$ cat config.mk
export PLATFORM = sky130hd
export DESIGN_NAME = morra_arbitro
export DESIGN_NICKNAME = d
export VERILOG_FILES = /design/src/rtl/morra_arbitro.sv
export SDC_FILE = /design/constraint.sdc
export NUM_CORES = 1
export LEC_CHECK = 0
export ABC_AREA = 1
export BUFFER_PORTS_ARGS = -buffer_cell sky130_fd_sc_hd__buf_2
export CORE_MARGIN = 2
export CORE_UTILIZATION = 25
export CTS_BUF_LIST = sky130_fd_sc_hd__clkbuf_4
export DETAILED_ROUTE_END_ITERATION = 12
export HOLD_SLACK_MARGIN = 0.02
export SYNTH_ARGS = -nofsm -noshare
export SYNTH_HDL_FRONTEND = slang
export SYNTH_SLANG_ARGS = --single-unit
$ cat constraint.sdc
create_clock -name CLK -period 3.85 [get_ports CLK]
set_input_delay 0.77 -clock CLK [delete_from_list [all_inputs] [get_ports CLK]]
set_output_delay 0.77 -clock CLK [all_outputs]
set_load 0.02 [all_outputs]
$ cat src/rtl/morra_arbitro.sv
// Match sequencer for the morra cinese core: loads the match length, collects one move per
// player per manche, strobes each pair into the core and counts valid manches. Optional macro: MORRA_TIMEOUT_EN.
module morra_arbitro #(
    parameter int TIMEOUT = 15
) (
    input  logic       CLK,
    input  logic       RESET,
    input  logic       AVVIO,
    input  logic [3:0] CFG_MANCHE,
    input  logic       P1_VALID,
    input  logic [1:0] P1_MOSSA,
    output logic       P1_READY,
    input  logic       P2_VALID,
    input  logic [1:0] P2_MOSSA,
    output logic       P2_READY,
    output logic       CORE_INIZIA,
    output logic [1:0] CORE_PRIMO,
    output logic [1:0] CORE_SECONDO,
    output logic       CORE_VALID,
    input  logic [1:0] CORE_MANCHE,
    output logic [4:0] MANCHE_NUM,
    output logic       BUSY,
    output logic       FINE,
    output logic       TIMEOUT_ERR
);

    typedef enum logic [2:0] {
        S_IDLE, S_CONFIG, S_RACCOLTA, S_INVIO, S_ATTESA, S_FINE
    } state_t;

    if (TIMEOUT < 2 || TIMEOUT > 255) begin : g_bad_timeout
        $error("morra_arbitro: TIMEOUT must be in 2..255");
    end

    state_t     r_state, w_state_n;
    logic [4:0] r_target, w_target_n;
    logic [4:0] r_num, w_num_n;
    logic       r_cap1, w_cap1_n, r_cap2, w_cap2_n;
    logic [1:0] r_mossa1, w_mossa1_n, r_mossa2, w_mossa2_n;
    logic       r_p1_ready, r_p2_ready, r_inizia, r_core_valid, r_busy, r_fine;
    logic [1:0] r_primo, r_secondo;
    logic       w_take1, w_take2;

    // A handshake only captures a real move; 00 is dropped and the player stays ready.
    assign w_take1 = P1_VALID & r_p1_ready & (P1_MOSSA != 2'b00);
    assign w_take2 = P2_VALID & r_p2_ready & (P2_MOSSA != 2'b00);

`ifdef MORRA_TIMEOUT_EN
    logic [7:0] r_cnt, w_cnt_n;
    logic       r_tout, w_tout_n;
`endif

    // NOTE: every variable written here gets a default first, so no latch can be inferred.
    always_comb begin
        w_state_n  = r_state;
        w_target_n = r_target;
        w_num_n    = r_num;
        w_cap1_n   = r_cap1;
        w_cap2_n   = r_cap2;
        w_mossa1_n = r_mossa1;
        w_mossa2_n = r_mossa2;
`ifdef MORRA_TIMEOUT_EN
        w_cnt_n    = r_cnt;
        w_tout_n   = 1'b0;
`endif
        unique case (r_state)
            S_IDLE, S_FINE: begin
                if (AVVIO) begin
                    w_state_n  = S_CONFIG;
                    w_target_n = 5'd4 + {1'b0, CFG_MANCHE};
                    w_num_n    = '0;
                end
            end
            S_CONFIG: begin
                w_state_n  = S_RACCOLTA;
                w_cap1_n   = 1'b0;
                w_cap2_n   = 1'b0;
                w_mossa1_n = '0;
                w_mossa2_n = '0;
`ifdef MORRA_TIMEOUT_EN
                w_cnt_n    = '0;
`endif
            end
            S_RACCOLTA: begin
                if (w_take1) begin
                    w_cap1_n   = 1'b1;
                    w_mossa1_n = P1_MOSSA;
                end
                if (w_take2) begin
                    w_cap2_n   = 1'b1;
                    w_mossa2_n = P2_MOSSA;
                end
                if (w_cap1_n && w_cap2_n) begin
                    w_state_n = S_INVIO;
`ifdef MORRA_TIMEOUT_EN
                end else if (r_cnt == 8'(TIMEOUT)) begin
                    // Abort and restart collection of the same manche.
                    w_tout_n   = 1'b1;
                    w_cap1_n   = 1'b0;
                    w_cap2_n   = 1'b0;
                    w_mossa1_n = '0;
                    w_mossa2_n = '0;
                    w_cnt_n    = '0;
                end else begin
                    w_cnt_n = r_cnt + 8'd1;
`endif
                end
            end
            S_INVIO: w_state_n = S_ATTESA;
            S_ATTESA: begin
                if (CORE_MANCHE != 2'b00) begin
                    w_num_n = r_num + 5'd1;
                end
                if (w_num_n == r_target) begin
                    w_state_n = S_FINE;
                end else begin
                    w_state_n  = S_RACCOLTA;
                    w_cap1_n   = 1'b0;
                    w_cap2_n   = 1'b0;
                    w_mossa1_n = '0;
                    w_mossa2_n = '0;
`ifdef MORRA_TIMEOUT_EN
                    w_cnt_n    = '0;
`endif
                end
            end
            default: w_state_n = S_IDLE;
        endcase
    end

    // NOTE: sequential state uses non-blocking assignments so all registers update together.
    always_ff @(posedge CLK or posedge RESET) begin
        if (RESET) begin
            r_state      <= S_IDLE;
            r_target     <= '0;
            r_num        <= '0;
            r_cap1       <= 1'b0;
            r_cap2       <= 1'b0;
            r_mossa1     <= '0;
            r_mossa2     <= '0;
            r_p1_ready   <= 1'b0;
            r_p2_ready   <= 1'b0;
            r_inizia     <= 1'b0;
            r_core_valid <= 1'b0;
            r_primo      <= '0;
            r_secondo    <= '0;
            r_busy       <= 1'b0;
            r_fine       <= 1'b0;
        end else begin
            r_state      <= w_state_n;
            r_target     <= w_target_n;
            r_num        <= w_num_n;
            r_cap1       <= w_cap1_n;
            r_cap2       <= w_cap2_n;
            r_mossa1     <= w_mossa1_n;
            r_mossa2     <= w_mossa2_n;
            // Outputs are decoded from the next state so they are registered, not combinational.
            r_p1_ready   <= (w_state_n == S_RACCOLTA) && !w_cap1_n;
            r_p2_ready   <= (w_state_n == S_RACCOLTA) && !w_cap2_n;
            r_inizia     <= (w_state_n == S_CONFIG);
            r_core_valid <= (w_state_n == S_INVIO);
            r_primo      <= (w_state_n == S_CONFIG) ? CFG_MANCHE[3:2] : w_mossa1_n;
            r_secondo    <= (w_state_n == S_CONFIG) ? CFG_MANCHE[1:0] : w_mossa2_n;
            r_busy       <= (w_state_n != S_IDLE) && (w_state_n != S_FINE);
            r_fine       <= (w_state_n == S_FINE);
        end
    end

`ifdef MORRA_TIMEOUT_EN
    always_ff @(posedge CLK or posedge RESET) begin
        if (RESET) begin
            r_cnt  <= '0;
            r_tout <= 1'b0;
        end else begin
            r_cnt  <= w_cnt_n;
            r_tout <= w_tout_n;
        end
    end
    assign TIMEOUT_ERR = r_tout;
`else
    assign TIMEOUT_ERR = 1'b0;
`endif

    assign P1_READY     = r_p1_ready;
    assign P2_READY     = r_p2_ready;
    assign CORE_INIZIA  = r_inizia;
    assign CORE_PRIMO   = r_primo;
    assign CORE_SECONDO = r_secondo;
    assign CORE_VALID   = r_core_valid;
    assign MANCHE_NUM   = r_num;
    assign BUSY         = r_busy;
    assign FINE         = r_fine;

endmodule
==> results by stage <==
Placement:
- The count of input and output buffers is 29.
- The half-perimeter wire length after placement is 2560 um.
- The total placed cells including tap cells is 290.
- The cell area after placement is 1730 um2.
- At the end of routability-driven placement, the weighted congestion stood at 0.831.
- The setup slack after placement is 1.70 ns.

CTS:
- Buffers inserted during clock tree synthesis total 5.
- The latest clock arrival within the worst-skew pair is 0.32 ns.
- The clock input transition at the sequential cells of the worst setup and hold paths is 0.09 ns.
- The number of sinks driven by the clock tree is 29.
- The cell at the root of the clock tree is sky130_fd_sc_hd__clkbuf_4.
- Post-CTS repair changed the size of 0 cells.
- In this run, post-CTS hold repair placed 0 buffers.
- The deepest level of the CTS H-tree is 2.
- The CTS tree is done.
- The number of setup buffers added after CTS is 0.
- The buffer depth of the longest clock path is 2.

Global route:
- For this run the aggregate overflow at the end of global routing stands at 0.
- The number of global-route vias before repair is 1,259.
- The maximum number of pins on one net before global-route repair is 30.
- The overall track demand over capacity in global routing is 11.0%.
- The first global-routing pass estimated 5510 um of wire.
- The initial antenna violation count is 0.

Critical path:
- On the worst path, the slowest cell contributes a delay of 0.44 ns.
- Data arrives at the worst endpoint at 2.05 ns.
- Of all nets on the critical path, the largest fanout is 6.
- On the critical path, the stage with the largest delay is an instance of sky130_fd_sc_hd__dfrtp_1.
- Counting buffers and inverters, the worst setup path is 12 cells deep.
- Traced cell by cell, the critical path runs through ha_1 > inv_1 > nand2_1 > nand2_1 > nand2_1 > nand2_1 > nor2_2 > nand2_2 > nor2_4 > nand3_4 > o211ai_1 > o21ai_1.
- The cell family with the largest share of critical-path delay is simple AND/OR/NAND/NOR gates.
- The cell repeated most along the worst path is sky130_fd_sc_hd__nand2_1.
- The worst setup path is of the reg -> reg kind.
- The nature of the critical path endpoint is a flop.
- STA classifies the critical path startpoint as a flop.
- The data required time at the worst endpoint is 4.06 ns.
- The depth of the worst register-to-register path is 12.
- The reg2reg setup slack is 2.01 ns.
- Together, buffers and inverters on the worst path number 1.

Synthesis:
- The synthesized netlist contains 28 unique library cells.
- The Yosys step of the flow raised 0 warnings.
- After Yosys synthesis, full adders, half adders and majority gates account for 1.66% of the synthesized area.
- The synthesized netlist devotes 9.98% of its cell area to compound gates.
- The mapped netlist covers 1500 um2.
- The synthesized netlist devotes 0% of its cell area to XOR and XNOR gates.
- After technology mapping, the gate count stands at 188.
- The net count of the mapped netlist is 205.
- The count of state elements after synthesis is 29.
- The fraction of the mapped netlist area in simple logic gates is 32.3%.
- The share of the Yosys chip area taken by registers is 48.3%.
- Of the post-synthesis cell area, the part taken by muxes is 0%.
- After synthesis, the largest family of logic cells by area is simple AND/OR/NAND/NOR gates.
- The average cell area after synthesis is 8.00 um2.

Floorplanning:
- The vertical die dimension is 81.6 um.
- The core area is 5850 um2.
- The floorplan has 28 rows.
- The number of top-level pins is 31.
- The initial standard-cell utilization of the core is 25.7%.
- The die outline width is 81.6 um.
- The die covers 6650 um2.

Drt:
- After detailed routing, the total wire length is 3310 um.
- The number of remaining DRC errors is 0.
- The first detailed-routing pass took 4 iterations.
- The via count is 1,311.
- The post-detailed-route wirelength per cell is 11.1 um.
- The number of DRC markers after the initial detailed-route iteration is 49.
- Once detail routing completed, the nets flagged for antenna violations numbered 0.
- The via density per instance is 4.41.

STA:
- The final-report max-slew violation count is 0.
- In the post-route analysis, the smallest setup slack over all paths is 2.01 ns.
- Setup repair after global routing left no endpoint under its margin.
- Setup total negative slack on the finished layout was measured at 0 ns.
- The clock arrives with 0.00486 ns of skew.
- After layout, the worst path uses 47.8% of the clock period.
- The minimum period implied by the final worst setup slack is 1.84 ns.
- The number of hold-slack violations in the final timing report is 0.
- The slew of the pin with the lowest slew margin is 1.11 ns.
- Setup violations remaining at the end of the flow were counted as 0.
- The worst relative slew slack is 25.7%.
- The achievable clock frequency is 0.543 GHz.

Hold path:
- The worst hold path belongs to the class reg -> reg.
- The number of cells on the worst hold path is 1.

Power:
- The leakage power figure is 0.942 nW.
- The total power density per cell area is 718 nW/um2.
- The worst-case IR drop observed on VDD is 0.000165 V.

Run status:
- The flow ran to the end, and the final reports show no timing, DRC or antenna violations.

Final layout:
- The post-layout instance count excluding filler cells is 297.
- At the end of the flow, the number of nets in the layout was 239.
- The final design area excluding fillers is 1780 um2.
- The area growth from synthesis to layout is 18.3%.
- The fraction of final layout cells with drive strength greater than 1 is 23.9%.
- The core utilization of the finished layout is 30.4%.
- The repair_antennas step left the layout with diodes totalling 0.
- The filler cells instantiated in the layout total 636.

Job:
- The tool flagged a number of max-cap violations equal to 0.
## final cells by class
class / instances / area [um2] / area share, %
Sequential cell: 29 / 726 / 40.8
Multi-Input combinational cell: 130 / 664 / 37.3
Timing Repair Buffer: 29 / 145 / 8.16
Inverter: 27 / 101 / 5.70
Tap cell: 75 / 93.8 / 5.27
Clock buffer: 6 / 45.0 / 2.53
Clock inverter: 1 / 3.75 / 0.211
## logic make-up (layout without fill, tap and decap cells)
group / after synthesis / in the layout
adder cells (fa/ha/maj): 2 / 2
other: 1 / 1
AND/OR/NAND/NOR: 102 / 102
AO/OA/AOI/OAI: 25 / 25
flip-flops: 29 / 29
buffers and inverters: 29 / 63
## state kept, by name (all words and copies together), names as in the netlist
| signal | cells |
|---|---|
| FINE | 1 |
| BUSY | 1 |
| r_mossa2 | 2 |
| P1_READY | 1 |
| CORE_SECONDO | 2 |
| CORE_INIZIA | 1 |
| r_mossa1 | 2 |
| r_cap1 | 1 |
| CORE_PRIMO | 2 |
| CORE_VALID | 1 |
| r_cap2 | 1 |
| r_state | 3 |
| r_target | 5 |
| P2_READY | 1 |
| MANCHE_NUM | 5 |
## worst reg2reg max path, stage by stage (launching register included)
cell	delay, ns
sky130_fd_sc_hd__dfrtp_1	0.44
sky130_fd_sc_hd__ha_1	0.30
sky130_fd_sc_hd__inv_1	0.03
sky130_fd_sc_hd__nand2_1	0.07
sky130_fd_sc_hd__nand2_1	0.07
sky130_fd_sc_hd__nand2_1	0.06
sky130_fd_sc_hd__nand2_1	0.05
sky130_fd_sc_hd__nor2_2	0.11
sky130_fd_sc_hd__nand2_2	0.07
sky130_fd_sc_hd__nor2_4	0.17
sky130_fd_sc_hd__nand3_4	0.14
sky130_fd_sc_hd__o211ai_1	0.12
sky130_fd_sc_hd__o21ai_1	0.09
## Yosys cell counts
| library cell | count | area, um2 |
|---|---|---|
| sky130_fd_sc_hd__o21bai_1 | 1 | 7.51 |
| sky130_fd_sc_hd__inv_2 | 5 | 18.8 |
| sky130_fd_sc_hd__nor2_2 | 2 | 12.5 |
| sky130_fd_sc_hd__nand2_4 | 2 | 22.5 |
| sky130_fd_sc_hd__buf_4 | 1 | 7.51 |
| sky130_fd_sc_hd__nor2_1 | 18 | 67.6 |
| sky130_fd_sc_hd__o22a_1 | 1 | 8.76 |
| sky130_fd_sc_hd__conb_1 | 1 | 3.75 |
| sky130_fd_sc_hd__inv_1 | 22 | 82.6 |
| sky130_fd_sc_hd__o22ai_1 | 5 | 31.3 |
| sky130_fd_sc_hd__o21ai_2 | 1 | 8.76 |
| sky130_fd_sc_hd__nand3_4 | 1 | 17.5 |
| sky130_fd_sc_hd__ha_1 | 2 | 25.0 |
| sky130_fd_sc_hd__o21a_1 | 1 | 7.51 |
| sky130_fd_sc_hd__nand2_2 | 3 | 18.8 |
| sky130_fd_sc_hd__and2_1 | 1 | 6.26 |
| sky130_fd_sc_hd__buf_2 | 1 | 5.00 |
| sky130_fd_sc_hd__o211ai_1 | 1 | 7.51 |
| sky130_fd_sc_hd__o21ai_1 | 2 | 10.0 |
| sky130_fd_sc_hd__nand3_2 | 1 | 10.0 |
| sky130_fd_sc_hd__nor3_1 | 1 | 5.00 |
| sky130_fd_sc_hd__o21ai_0 | 12 | 60.1 |
| sky130_fd_sc_hd__nand3_1 | 15 | 75.1 |
| sky130_fd_sc_hd__nand2_1 | 49 | 184 |
| sky130_fd_sc_hd__a21oi_2 | 1 | 8.76 |
| sky130_fd_sc_hd__dfrtp_1 | 29 | 726 |
| sky130_fd_sc_hd__nand4_1 | 7 | 43.8 |
| sky130_fd_sc_hd__nor2_4 | 2 | 22.5 |
## power breakdown
group,switching [W],internal (W)
registers,0.0000704,0.000417
clock network,0.0000985,0.0000731
logic,0.000415,0.000203
## metal layers
metal,routed length (um),GRT usage [%]
met5,0,0
met4,63,5.08
met3,204,3.63
met2,1470,17.4
met1,1570,13.6
## through the flow
| stage | total power (W) | hold WS (ns) |
|---|---|---|
| after floorplan | 0.000954 | 0.486 |
| after detailed placement | 0.00112 | 0.535 |
| after global routing | 0.00140 | 0.577 |
| after CTS | 0.00130 | 0.542 |
| after global placement | 0.00111 | 0.519 |
| final | 0.00128 | 0.539 |
## path summary, 6_finish.rpt
check / to / start
worst min register to register: BUSY$_DFF_PP0_ / r_state[2]$_DFF_PP0_
worst max register to register: BUSY$_DFF_PP0_ / MANCHE_NUM[0]$_DFFE_PP0P_
worst max-delay path: BUSY$_DFF_PP0_ / MANCHE_NUM[0]$_DFFE_PP0P_
min in group asynchronous: CORE_PRIMO[0]$_DFF_PP0_ / RESET
worst min-delay path: BUSY$_DFF_PP0_ / r_state[2]$_DFF_PP0_
max in group asynchronous: BUSY$_DFF_PP0_ / RESET
## cell usage in the layout (no fill, tap or decap), types with 2 or more instances in the layout
master,count
sky130_fd_sc_hd__nand4_1,7
sky130_fd_sc_hd__inv_1,22
sky130_fd_sc_hd__o21ai_1,2
sky130_fd_sc_hd__o21ai_0,12
sky130_fd_sc_hd__dfrtp_1,29
sky130_fd_sc_hd__nor2_2,2
sky130_fd_sc_hd__nand2_2,3
sky130_fd_sc_hd__nand3_1,15
sky130_fd_sc_hd__inv_2,5
sky130_fd_sc_hd__clkbuf_4,6
sky130_fd_sc_hd__o22ai_1,5
sky130_fd_sc_hd__nor2_4,2
sky130_fd_sc_hd__ha_1,2
sky130_fd_sc_hd__nand2_1,49
sky130_fd_sc_hd__nor2_1,18
sky130_fd_sc_hd__nand2_4,2
sky130_fd_sc_hd__buf_2,29
No activity file was read; power rests on OpenSTA's default activity.
